`config.mk`:
```
export PLATFORM = sky130hd
export DESIGN_NAME = pipeline_wb_stage
export DESIGN_NICKNAME = d
export VERILOG_FILES = /design/src/rtl/pipeline_wb_stage_pkg.sv /design/src/rtl/pipeline_wb_stage_fwd.sv /design/src/rtl/pipeline_wb_stage.sv
export SDC_FILE = /design/constraint.sdc
export NUM_CORES = 1
export LEC_CHECK = 0
export ABC_CLOCK_PERIOD_IN_PS = 3300
export CAP_MARGIN = 0
export CORE_ASPECT_RATIO = 0.6
export CORE_MARGIN = 2
export CORE_UTILIZATION = 43
export CTS_CLUSTER_DIAMETER = 30
export DETAILED_ROUTE_END_ITERATION = 8
export PLACE_DENSITY = 0.8
export RECOVER_POWER = 100
export SLEW_MARGIN = 5
export SYNTH_ARGS = -nofsm -noshare
export SYNTH_HDL_FRONTEND = slang
export SYNTH_SLANG_ARGS = --single-unit
export TNS_END_PERCENT = 50
```
`constraint.sdc`:
```
create_clock -name clk -period 3.3 [get_ports clk]
set_input_delay 0.99 -clock clk [delete_from_list [all_inputs] [get_ports clk]]
set_output_delay 0.99 -clock clk [all_outputs]
set_load 0.02 [all_outputs]
```
`src/rtl/pipeline_wb_stage_pkg.sv`:
```
// Shared CPU definitions used by the writeback stage: opcodes, control layout and the bypass entry.
package pipeline_wb_stage_pkg;
   localparam int WB_DATA_W  = 16;
   localparam int WB_REG_AW  = 3;
   localparam int WB_CTRL_W  = 22;
   localparam int OPC_W      = 3;
   localparam int RETIRED_W  = 16;

   localparam logic [OPC_W-1:0] OP_ALU = 3'b000;
   localparam logic [OPC_W-1:0] OP_LDR = 3'b011;

   // Control word: opcode in the top OPC_W bits, write-enable at bit REG_AW, writenum in [REG_AW-1:0].
   function automatic int we_bit(input int reg_aw);
      return reg_aw;
   endfunction

   typedef struct packed {
      logic                 vld;
      logic [WB_REG_AW-1:0] addr;
      logic [WB_DATA_W-1:0] data;
   } fwd_entry_t;
endpackage

```
`src/rtl/pipeline_wb_stage_fwd.sv`:
```
// vDFF flip-flop family and the retired-write history used for operand bypass.
module vDFFE #(
   parameter int N = 1
) (
   input  logic         clk,
   input  logic         en,
   input  logic [N-1:0] d,
   output logic [N-1:0] q
);
   always_ff @(posedge clk)
      if (en) q <= d;
endmodule

module vDFFRE #(
   parameter int N = 1
) (
   input  logic         clk,
   input  logic         rst,
   input  logic         en,
   input  logic [N-1:0] d,
   output logic [N-1:0] q
);
   always_ff @(posedge clk or posedge rst)
      if (rst)     q <= '0;
      else if (en) q <= d;
endmodule

module wb_fwd_history
   import pipeline_wb_stage_pkg::*;
#(
   parameter int DEPTH   = 2,
   parameter bit R0_ZERO = 1'b0
) (
   input  logic                 clk,
   input  logic                 rst,
   input  fwd_entry_t           cur,
   input  logic [WB_REG_AW-1:0] lk_addr,
   output logic                 hit,
   output logic [WB_DATA_W-1:0] data
);
   localparam int PW = WB_REG_AW + WB_DATA_W;

   logic [DEPTH-1:0]         vld_q;
   logic [DEPTH-1:0][PW-1:0] pay_q;
   fwd_entry_t               hist [DEPTH];

   // Only the valid bits are reset; payload is meaningless while its valid bit is low.
   for (genvar i = 0; i < DEPTH; i++) begin : g_ent
      logic          d_vld;
      logic [PW-1:0] d_pay;
      if (i == 0) begin : g_head
         assign d_vld = 1'b1;
         assign d_pay = {cur.addr, cur.data};
      end else begin : g_tail
         assign d_vld = vld_q[i-1];
         assign d_pay = pay_q[i-1];
      end
      vDFFRE #(.N(1))  u_vld (.clk, .rst, .en(cur.vld), .d(d_vld), .q(vld_q[i]));
      vDFFE  #(.N(PW)) u_pay (.clk, .en(cur.vld), .d(d_pay), .q(pay_q[i]));
      assign hist[i] = {vld_q[i], pay_q[i]};
   end

   // Walk oldest to newest so the newest match wins; the in-flight write beats all history.
   always_comb begin
      hit  = 1'b0;
      data = '0;
      for (int i = DEPTH-1; i >= 0; i--)
         if (hist[i].vld && hist[i].addr == lk_addr) begin
            hit  = 1'b1;
            data = hist[i].data;
         end
      if (cur.vld && cur.addr == lk_addr) begin
         hit  = 1'b1;
         data = cur.data;
      end
      if (R0_ZERO && lk_addr == '0) begin
         hit  = 1'b0;
         data = '0;
      end
   end
endmodule

```
`src/rtl/pipeline_wb_stage.sv`:
```
// Writeback stage: stage register, load/ALU writeback mux, delayed-branch hold, bypass and retire count.
module pipeline_wb_stage
   import pipeline_wb_stage_pkg::*;
#(
   parameter int               DATA_W    = WB_DATA_W,
   parameter int               REG_AW    = WB_REG_AW,
   parameter int               CTRL_W    = WB_CTRL_W,
   parameter logic [OPC_W-1:0] LDR_OP    = OP_LDR,
   parameter int               FWD_DEPTH = 2,
   parameter bit               R0_ZERO   = 1'b0
) (
   input  logic                 clk,
   input  logic                 rst,
   input  logic                 flush,
   input  logic                 valid_in,
   input  logic [CTRL_W-1:0]    control_in,
   input  logic [DATA_W-1:0]    result_in,
   input  logic [DATA_W-1:0]    rdata_in,
   input  logic                 branch_req_in,
   input  logic [DATA_W-1:0]    branch_target_in,
   input  logic                 fetch_next_in,
   input  logic [REG_AW-1:0]    fwd_addr_in,
   output logic [DATA_W-1:0]    writeback_data_out,
   output logic [REG_AW-1:0]    writenum_out,
   output logic                 write_out,
   output logic                 branch_pending_out,
   output logic [DATA_W-1:0]    branch_target_out,
   output logic                 fwd_hit_out,
   output logic [DATA_W-1:0]    fwd_data_out,
   output logic [RETIRED_W-1:0] retired_out
);
   logic              valid_q;
   logic [CTRL_W-1:0] control_q;
   logic [DATA_W-1:0] result_q;

   vDFFRE #(.N(1))      u_valid (.clk, .rst, .en(1'b1), .d(valid_in & ~flush), .q(valid_q));
   vDFFRE #(.N(CTRL_W)) u_ctrl  (.clk, .rst, .en(1'b1), .d(control_in), .q(control_q));
   vDFFE  #(.N(DATA_W)) u_res   (.clk, .en(1'b1), .d(result_in), .q(result_q));

   assign write_out    = valid_q & control_q[we_bit(REG_AW)];
   assign writenum_out = control_q[REG_AW-1:0];
   // rdata_in is already registered by the RAM, so it lines up with this stage as-is.
   assign writeback_data_out = (control_q[CTRL_W-1 -: OPC_W] == LDR_OP) ? rdata_in : result_q;

   logic unused_ctrl;
   assign unused_ctrl = ^control_q[CTRL_W-OPC_W-1:REG_AW+1];

   // A held branch only reloads once fetch takes it, so flush cannot drop it mid-hold.
   logic br_ld;
   assign br_ld = fetch_next_in | ~branch_pending_out;
   vDFFRE #(.N(1))      u_br_pend (.clk, .rst, .en(br_ld), .d(branch_req_in & ~flush),
                                   .q(branch_pending_out));
   vDFFE  #(.N(DATA_W)) u_br_tgt  (.clk, .en(br_ld), .d(branch_target_in), .q(branch_target_out));

   logic ret_en;
   assign ret_en = write_out & ~(&retired_out);
   vDFFRE #(.N(RETIRED_W)) u_ret (.clk, .rst, .en(ret_en), .d(retired_out + 16'd1), .q(retired_out));

   fwd_entry_t cur;
   assign cur = '{vld: write_out, addr: writenum_out, data: writeback_data_out};

   wb_fwd_history #(.DEPTH(FWD_DEPTH), .R0_ZERO(R0_ZERO)) u_hist (
      .clk,
      .rst,
      .cur,
      .lk_addr (fwd_addr_in),
      .hit     (fwd_hit_out),
      .data    (fwd_data_out)
   );
endmodule
```
==> summary.md <==
| Metric | Value |
|---|---|
| Outcome | `finished with violations` |
| Violated checks | `negative setup slack` |
| Layout area overhead | `62.6%` |
| Clock buffer depth | `2` |
| CTS buffer count | `9` |
| Largest net degree at the start of global routing | `42` |
| Data arrival time of the critical path | `2.38 ns` |
| Setup CP Type | `in -> out` |
| YS warnings | `0` |
| Sequential share of power | `46.9%` |
| F_max | `0.296 GHz` |
| XOR/XNOR Fraction of Synth Area | `5.50%` |
| Initial antenna violation count | `0` |
| RSZ-0062 raised after global routing | `yes` |
| PwrDens | `507 mW/mm²` |
| Avg WL per Cell | `18.3 µm` |
| Synth Area in Simple Gates | `8.58%` |
| Pre-antenna DRT Iters | `4` |
| Iteration-0 DRC count of the detailed router | `168` |
| Nets | `488` |
| Mapped Area | `0.00366 mm²` |
| Yosys reg bits | `97` |
| Fin worst setup slack | `-0.0748 ns` |
| Worst slew pin tran | `1.49 ns` |
| Mapped Nets | `325` |
| Hold_ws | `0.455 ns` |
| Combinational fraction of design power | `17.7%` |
| Clock Skews | `0.00945 ns` |
| Reg clk slew, reported paths | `0.06 ns` |
| Worst Hold Depth | `0` |
| Core area | `0.00839 mm²` |
| Final Hold Fails | `0` |
| Final HPWL DP | `6370 µm` |
| FF-to-FF setup slack | `0.63 ns` |
| GPL Wtd Cong | `0.743` |
| Setup crit end kind | `output pin` |
| Vias in the first global route | `2615` |
| Die H | `75.5 µm` |
| Seq/Total Area, Yosys | `71.5%` |
| Ports | `149` |
| Fin crit share | `102%` |
| Hold/Removal Path Class | `reg -> reg` |
| Setup TNS | `-0.704 ns` |
| Tmin final | `3.37 ns` |
| # H-tree levels | `3` |
| Filler cell count | `575` |
| Fin util | `70.9%` |
| Grt ovf | `0` |
| Clock root buffer | `clkbuf_16` |
| Hold Startpoint | `u_hist.g_ent[0].u_pay.q[6]` |
| Die area | `0.00930 mm²` |
| PortBufs | `133` |
| All-layer global routing usage | `20.7%` |
| First-pass GRT wire length | `14000 µm` |
| Worst-path maximum fanout | `8` |
| WP data required | `2.31 ns` |
| Slew Viols, Final | `0` |
| Vias per cell | `4.89` |
| CTS Sinks | `97` |
| FF-to-FF path depth | `8` |
| Die width | `123 µm` |
| DRC viols | `0` |
| Switch share | `24.4%` |
| Layout cell share with drive strength beyond 1 | `30.8%` |
| Synth Area in Compound Gates | `6.32%` |
| Initial Util | `43.6%` |
| ANT nets after route | `0` |
| FF-to-FF End | `u_ret.q[13]` |
| VDD IR max | `0.569 mV` |
| Clock network fraction of design power | `35.5%` |
| Mapped Avg Cell Area | `14.9 µm²` |
| CTS tree | `built` |
| Slew margin rel. | `0.763%` |
| Leakage power | `0.00231 µW` |
| P_sw | `736 µW` |
| Synth Area in Adders | `0.342%` |
| Hold EP | `u_hist.g_ent[1].u_pay.q[6]` |
| Diode count | `0` |
| Worst r2r src | `u_valid.q` |
| Later-pin clock latency in the skew report | `0.34 ns` |
| Final setup vio count | `16` |
| Post-Syn Instances | `245` |
| Combinational family with the most area after synthesis | `simple AND/OR/NAND/NOR gates` |
| Std-Cell Rows | `26` |
| DRT Wirelength | `9610 µm` |
| Mux contribution to synthesized area | `5.53%` |
| Maximum Capacitance Violations | `0` |
| Vias | `2568` |
| Int Pwr | `2280 µW` |
| CP Launch Type | `input pin` |
| Yosys cell types | `36` |
[power by group through the flow]
stage          clock network [µW]  registers (µW)  logic [µW]
2_1_floorplan                   0            1480         171
3_3_place_gp                    0            1430         497
3_5_place_dp                    0            1440         504
4_1_cts                      1100            1410         527
5_1_grt                      1140            1430         568
6_report                     1070            1420         533
[cell type report]
| type | count | area, µm² | share of cell area [%] |
|---|---|---|---|
| sequential | 97 | 2620 | 44.0 |
| timing repair buffer | 162 | 1690 | 28.5 |
| multi-input combinational | 134 | 1170 | 19.7 |
| clock buffer | 11 | 264 | 4.43 |
| tap | 112 | 140 | 2.35 |
| clock inverter | 5 | 51.3 | 0.862 |
| inverter | 4 | 15.0 | 0.252 |
[metal layers]
metal  track usage (%)  share of wire, %
met4              6.94              0.99
met2              31.8                49
met5                 0                 0
met3              4.87               4.2
met1              29.5                45
[how the worst max path moves through the flow]
| stage | depth (start not counted) | slack [ns] | start | end |
|---|---|---|---|---|
| final | 10 | -0.07 | fwd_addr_in[1] | fwd_data_out[13] |
| after global routing | 10 | -0.14 | fwd_addr_in[1] | fwd_data_out[13] |
| after CTS | 9 | -0.08 | fwd_addr_in[2] | fwd_data_out[13] |
| after detailed placement | 8 | -0.95 | fwd_addr_in[2] | fwd_data_out[13] |
| after global placement | 8 | -0.91 | fwd_addr_in[2] | fwd_data_out[2] |
| after floorplan | 7 | 0.08 | fwd_addr_in[1] | fwd_data_out[10] |
[cell usage after synthesis, drive strengths merged]
cell type  count  area share, %
a211oi         2           0.41
xor2           8            1.9
mux2          18            5.5
buf            8            1.6
dfxtp         16            8.7
nand4          4           0.85
nand3          4           0.55
a31oi          1           0.17
or2            1           0.17
nor2b          1           0.17
o21ai         17            2.3
nor2           7            1.3
nand3b         1           0.21
a22oi         16            3.3
nand2b         2           0.34
dfrtp         27             18
nand2         25            2.6
xnor2         15            3.6
and2           1           0.21
ha             1           0.34
edfxtp        54             44
clkbuf         2           0.21
and4           2           0.48
or3b           1           0.24
inv            4           0.41
nor4           3           0.85
or3            1           0.31
and3           2           0.34
a21oi          1           0.14
[through the flow]
| stage | cell area [µm²] | instances | setup slack (ns) | power (µW) |
|---|---|---|---|---|
| CTS | 5800 | 526 | -0.0757 | 3040 |
| global placement | 5250 | 500 | -0.910 | 1930 |
| global route | 5950 | 525 | -0.141 | 3130 |
| floorplan | 3660 | 245 | 0.0763 | 1650 |
| detailed placement | 5250 | 500 | -0.949 | 1940 |
| finish | 5950 | 525 | -0.0748 | 3020 |
[logic make-up (layout without fill, tap and decap cells)]
family	count (synthesis)	after routing
flops	97	97
simple gates	55	55
compound gates	37	37
xor+xnor	23	23
mux	18	18
buf+inv	14	182
fa+ha+maj	1	1
[worst max-delay path: stages]
cell     delay [ns]
buf_8          0.10
buf_6          0.12
xor2_4         0.18
nor4_4         0.29
buf_6          0.15
buf_6          0.12
buf_12         0.14
nand2_2        0.06
o21ai_2        0.07
buf_6          0.14
[repair_timing]
| action | CTS | global route |
|---|---|---|
| pin swaps | 7 | 10 |
| endpoints found under the setup margin | 28 | 19 |
| buffers inserted | 8 | 0 |
| resized for setup | 169 | 48 |
| hold buffers | 0 | 0 |
| gates cloned | 4 | 0 |
[placed cells by master (no fill, tap or decap), drive strengths merged, types with 4 or more instances in the layout]
master         synthesis  layout
clkdlybuf4s50          0      59
edfxtp                54      54
buf                    8      47
dlygate4sd3            0      41
dfrtp                 27      27
nand2                 25      25
mux2                  18      18
o21ai                 17      17
dfxtp                 16      16
a22oi                 16      16
xnor2                 15      15
clkbuf                 2      14
dlygate4sd2            0      10
xor2                   8       8
nor2                   7       7
inv                    4       4
nand3                  4       4
nand4                  4       4
[flip-flops by register name (all words and copies together), names as in the netlist]
register / count
u_br_tgt.q: 16
u_hist.g_ent.u_pay.q: 38
u_br_pend.q: 1
u_ret.q: 16
u_hist.g_ent.u_vld.q: 2
u_res.q: 16
u_ctrl.q: 7
u_valid.q: 1
Power figures use the tool's default switching activity.
